$ cat src/rtl/pipe_stage_skid.sv
`default_nettype none
// ============================================================================
// Module : pipe_stage_skid
// Valid/ready pipeline register: optional 2-entry skid, flush, hold, bubble mask
// Rev    : 1.0  initial release
// ============================================================================
module pipe_stage_skid #(
  parameter int unsigned       WIDTH       = 32,
  parameter int unsigned       SKID        = 1,
  parameter logic [WIDTH-1:0]  BUBBLE_MASK = {WIDTH{1'b0}}
) (
  input  logic             clk,
  input  logic             rst,
  input  logic             in_valid,
  output logic             in_ready,
  input  logic [WIDTH-1:0] in_data,
  output logic             out_valid,
  input  logic             out_ready,
  output logic [WIDTH-1:0] out_data,
  input  logic             flush,
  input  logic             hold,
  output logic [1:0]       occupancy,
  output logic [7:0]       flush_drops
);

  typedef enum logic [1:0] {
    ST_EMPTY = 2'd0,
    ST_ONE   = 2'd1,
    ST_TWO   = 2'd2
  } state_t;

  state_t           state_q, state_d;
  logic [WIDTH-1:0] m_q, m_d;
  logic [WIDTH-1:0] s_q, s_d;
  logic [7:0]       drops_q, drops_d;
  logic [8:0]       drops_sum;
  logic             emit;
  logic             accept;

  assign occupancy   = state_q;
  assign flush_drops = drops_q;
  assign out_valid   = !hold && (state_q != ST_EMPTY);
  assign out_data    = out_valid ? m_q : (m_q & ~BUBBLE_MASK);
  assign emit        = out_valid && out_ready;
  assign accept      = in_valid && in_ready;

  // The skid build keeps in_ready purely registered; the single-entry build
  // lets a draining downstream refill the register in the same cycle.
  generate
    if (SKID != 0) begin : g_skid
      assign in_ready = !hold && (state_q != ST_TWO);
    end else begin : g_single
      assign in_ready = !hold && ((state_q == ST_EMPTY) || out_ready);
    end
  endgenerate

  always_comb begin
    state_d   = state_q;
    m_d       = m_q;
    s_d       = s_q;
    drops_d   = drops_q;
    drops_sum = {1'b0, drops_q} + {7'b0, occupancy};

    if (flush) begin
      // Payload registers keep stale data; the bubble mask hides it.
      state_d = ST_EMPTY;
      drops_d = drops_sum[8] ? 8'hFF : drops_sum[7:0];
    end else if (!hold) begin
      case (state_q)
        ST_EMPTY: begin
          if (accept) begin
            state_d = ST_ONE;
            m_d     = in_data;
          end
        end
        ST_ONE: begin
          if (accept && emit) begin
            m_d = in_data;
          end else if (accept) begin
            state_d = ST_TWO;
            s_d     = in_data;
          end else if (emit) begin
            state_d = ST_EMPTY;
          end
        end
        ST_TWO: begin
          if (emit) begin
            state_d = ST_ONE;
            m_d     = s_q;
          end
        end
        default: state_d = ST_EMPTY;
      endcase
    end
  end

  always_ff @(posedge clk) begin
    if (rst) begin
      state_q <= ST_EMPTY;
      m_q     <= '0;
      s_q     <= '0;
      drops_q <= '0;
    end else begin
      state_q <= state_d;
      m_q     <= m_d;
      s_q     <= s_d;
      drops_q <= drops_d;
    end
  end

endmodule
`default_nettype wire

$ cat config.mk
export PLATFORM = sky130hd
export DESIGN_NAME = pipe_stage_skid
export DESIGN_NICKNAME = d
export VERILOG_FILES = /design/src/rtl/pipe_stage_skid.sv
export SDC_FILE = /design/constraint.sdc
export NUM_CORES = 1
export LEC_CHECK = 0
export CAP_MARGIN = 40
export CORE_MARGIN = 5
export CORE_UTILIZATION = 27
export CTS_CLUSTER_DIAMETER = 120
export CTS_CLUSTER_SIZE = 28
export DETAILED_ROUTE_END_ITERATION = 16
export GPL_TIMING_DRIVEN = 0
export MAX_ROUTING_LAYER = met4
export SKIP_LAST_GASP = 1
export SLEW_MARGIN = 10
export SYNTH_ARGS = -nofsm -noshare
export SYNTH_HDL_FRONTEND = slang
export SYNTH_SLANG_ARGS = --single-unit
$ cat constraint.sdc
create_clock -name clk -period 2.96 [get_ports clk]
set_input_delay 0.592 -clock clk [delete_from_list [all_inputs] [get_ports clk]]
set_output_delay 0.592 -clock clk [all_outputs]
set_load 0.02 [all_outputs]
==> results of run 1 <==
## worst max-delay path, cell delays in order (launching register included)
cell	delay, ns
dfxtp_1	0.50
nand2b_1	0.15
buf_4	0.26
and2_1	0.19
clkdlybuf4s50_1	0.61
## registers in the layout (all words and copies together) (netlist names)
| register | flops |
|---|---|
| s_q | 32 |
| occupancy | 2 |
| out_data | 32 |
| flush_drops | 8 |
## cell type report
class	instances	share of cell area, %
multi-input combinational	247	39.41
sequential	74	29.67
timing repair buffer	80	16.04
clock buffer	11	4.861
tap	176	4.410
buffer	36	4.159
clock inverter	5	1.077
inverter	5	0.3758
## cells in the final DEF (no fill, tap or decap), types with 2 or more instances in the layout
master,n
a31oi_1,2
a211oi_2,30
ha_1,2
nor4_1,3
clkinv_2,3
buf_6,7
clkbuf_1,15
o21ai_0,3
a21oi_1,7
clkbuf_16,9
nor2_1,3
dfxtp_1,74
clkdlybuf4s50_1,80
buf_2,10
buf_4,2
buf_1,3
a221oi_1,32
nor3_1,2
or3_1,3
nand2b_1,3
a211oi_1,3
mux2i_1,65
inv_1,5
nand2_1,68
## through the flow
step                      power (W)  cells  utilization, %  hold slack, ns  setup WS, ns
after floorplan            0.001284    363               -          0.4341         1.049
after global placement     0.001453    619           35.37          0.4412        0.3776
after detailed placement   0.001462    619           35.37          0.4468        0.3774
after CTS                  0.002555    635           37.60          0.4567        0.1310
after global routing       0.002636    634           37.56          0.4741        0.2200
final                      0.002530    634           37.56          0.4585        0.3229
## metal layers
metal	global-route usage, %	up-vias
li1	-	1524
met4	3.407	0
met1	17.72	1557
met3	3.405	14
met5	-	-
met2	21.98	99
## worst max path at each step
stage / start / to / slack (ns) / depth (start not counted)
floorplan: occupancy[0] / in_ready / 1.05 / 4
global placement: hold / in_ready / 0.38 / 4
detailed placement: hold / in_ready / 0.38 / 4
CTS: occupancy[0] / in_ready / 0.13 / 5
global route: occupancy[0] / in_ready / 0.22 / 4
finish: occupancy[0] / in_ready / 0.32 / 4
## power by group
part / total [W] / internal [W] / switching [W]
Combinational: 0.000386 / 0.000179 / 0.000207
Clock: 0.00109 / 0.000673 / 0.000418
Sequential: 0.00105 / 0.00103 / 0.0000230
Total: 0.00253 / 0.00188 / 0.000647
## logic make-up after synthesis
group / Yosys count
fa+ha+maj: 3
compound gates: 82
xor+xnor: 1
flops: 74
mux: 66
buf+inv: 42
simple gates: 95
==> key figures, run 1 <==
Floorplan
  – Chip width: 126.8 µm
  – # rows: 42
  – Core Footprint: 13300 µm²
  – Die area: 16070 µm²
  – Initial Utilization: 27.69%
  – IO Count: 82
  – Die Ht: 126.8 µm

Drt
  – Post-DRT Antenna Nets: 0
  – DR vias: 3194
  – Drt drc: 0
  – DR pass1 iterations: 4
  – WL/cell: 17.09 µm
  – Met3 routed WL: 558 µm
  – Highest routed layer: met4
  – WL final: 10830 µm
  – Vias/cell: 5.038
  – Wl on met1: 5082 µm
  – Drt initial violations: 268
  – WL met2: 5060 µm

Hold path
  – Class of the worst hold path: reg2reg
  – Hold Path Stages: 2
  – Hold Crit Start: s_q[15]
  – Hold Path End: s_q[15]

Cells and area
  – Layout cells sized above 1: 15.50%
  – Fin area: 4994 µm²
  – P&R area growth vs syn: 35.66%
  – Nets: 494
  – Number of diodes: 0
  – Fill cells: 1347
  – Multi-input gate area: 1968 µm²
  – FF+latch area: 1481 µm²

Clock network
  – Clk pin slew, worst setup/hold paths: 0.06 ns
  – PostCTS Resize Cnt: 0
  – Worst-skew pair later-pin latency: 0.33 ns
  – Clock sink count: 74
  – Clock Tree Root: clkbuf_16
  – CTS Buf Count: 9
  – Longest Clk Path Bufs: 2
  – H-Tree Depth: 3
  – # hold bufs at CTS: 0
  – Post-CTS setup buffers: 0
  – CTS tree: done

Placed design
  – RD Place Congestion: 0.8103
  – Post-DP HPWL: 7590 µm
  – IO buf count: 80
  – Area after DPL: 4702 µm²

Synth
  – Synth area leaders: dfxtp_1 (40%), mux2i_1 (18%), a211oi_2 (10%), a221oi_1 (7.6%), nand2_1 (6.9%)
  – Most numerous cell in the Yosys netlist: dfxtp_1
  – Post-Synth Adder-Cell Area: 1.224%
  – Ys Warns: 0
  – Synth Area in XOR/XNOR: 0.2379%
  – Multiplexer share of the synthesized area: 18.08%
  – Netlist Area Pre-Place: 3681 µm²
  – Top-area cell type share of the netlist area: 40.24%
  – Most frequent cells after synthesis: dfxtp_1 (74), nand2_1 (68), mux2i_1 (65), a221oi_1 (32), a211oi_2 (30)
  – Post-synthesis register bit count: 74
  – Top FF cell, synth: dfxtp_1
  – Post-Syn Nets: 404
  – Top cell type by total area after synthesis: dfxtp_1
  – Post-synthesis cell count: 363
  – Simple-Gate Fraction of Synth Area: 12.44%
  – Synth Area per Inst: 10.14 µm²
  – Yosys cell types: 42
  – Main combinational cell family by area after synthesis: compound AO/OA/AOI/OAI gates
  – Register area share after synthesis: 40.24%
  – Async SR Flop Fraction: 0%
  – Number of flops mapped to enable cells by yosys: 0
  – Post-synthesis compound-gate area fraction: 21.48%

Global route
  – First-pass GRT wire length: 17360 µm
  – Vias in the first global route: 3289
  – Largest net degree at the start of global routing: 13
  – Grt ovf: 0
  – Tot GR Track Use: 13.83%
  – Initial antenna violation count: 0

Timing
  – Slew headroom: 51.06%
  – Minimum clock period: 2.637 ns
  – Final Hold Fails: 0
  – Final Skew: 0.005522 ns
  – Setup TNS: 0 ns
  – RSZ-0062 raised after global routing: no
  – Actual slew at the worst max-slew pin: 0.7340 ns
  – Peak Freq: 379.2 MHz
  – # setup viols final: 0
  – Final Max Tran Viols: 0
  – Period utilization: 89.09%

Worst setup path
  – Flop-to-flop setup slack: 1.00 ns
  – R2r endpoint: flush_drops[3]
  – Kind of critical path: reg2out
  – Worst-path maximum fanout: 15
  – Data required, critical path: 2.37 ns
  – Worst r2r src: occupancy[0]
  – Critical Path Sink Type: primary output
  – Crit path launch type: register
  – CP Data Arrival Time: 2.05 ns
  – Worst-case reg-to-reg path depth: 6

Job
  – Max Cap Viol: 0

Pwr
  – Cell Pwr Density: 506.6 nW/µm²
  – VDD IR-drop max: 0.2464 mV
  – Leak: 1.876 nW

Run status
  – Status: completed
Note: power is estimated with default switching activity, not from simulation.
==> run 2: changes to the inputs <==
- CAP_MARGIN: 40 -> 20
==> results of run 2 <==
Same layout as run 1: the final DEF is identical, and so are final timing and power.
==> run 3: changes to the inputs <==
- CAP_MARGIN: 20 -> 30
==> results of run 3 <==
Same layout as run 1: the final DEF is identical, and so are final timing and power.
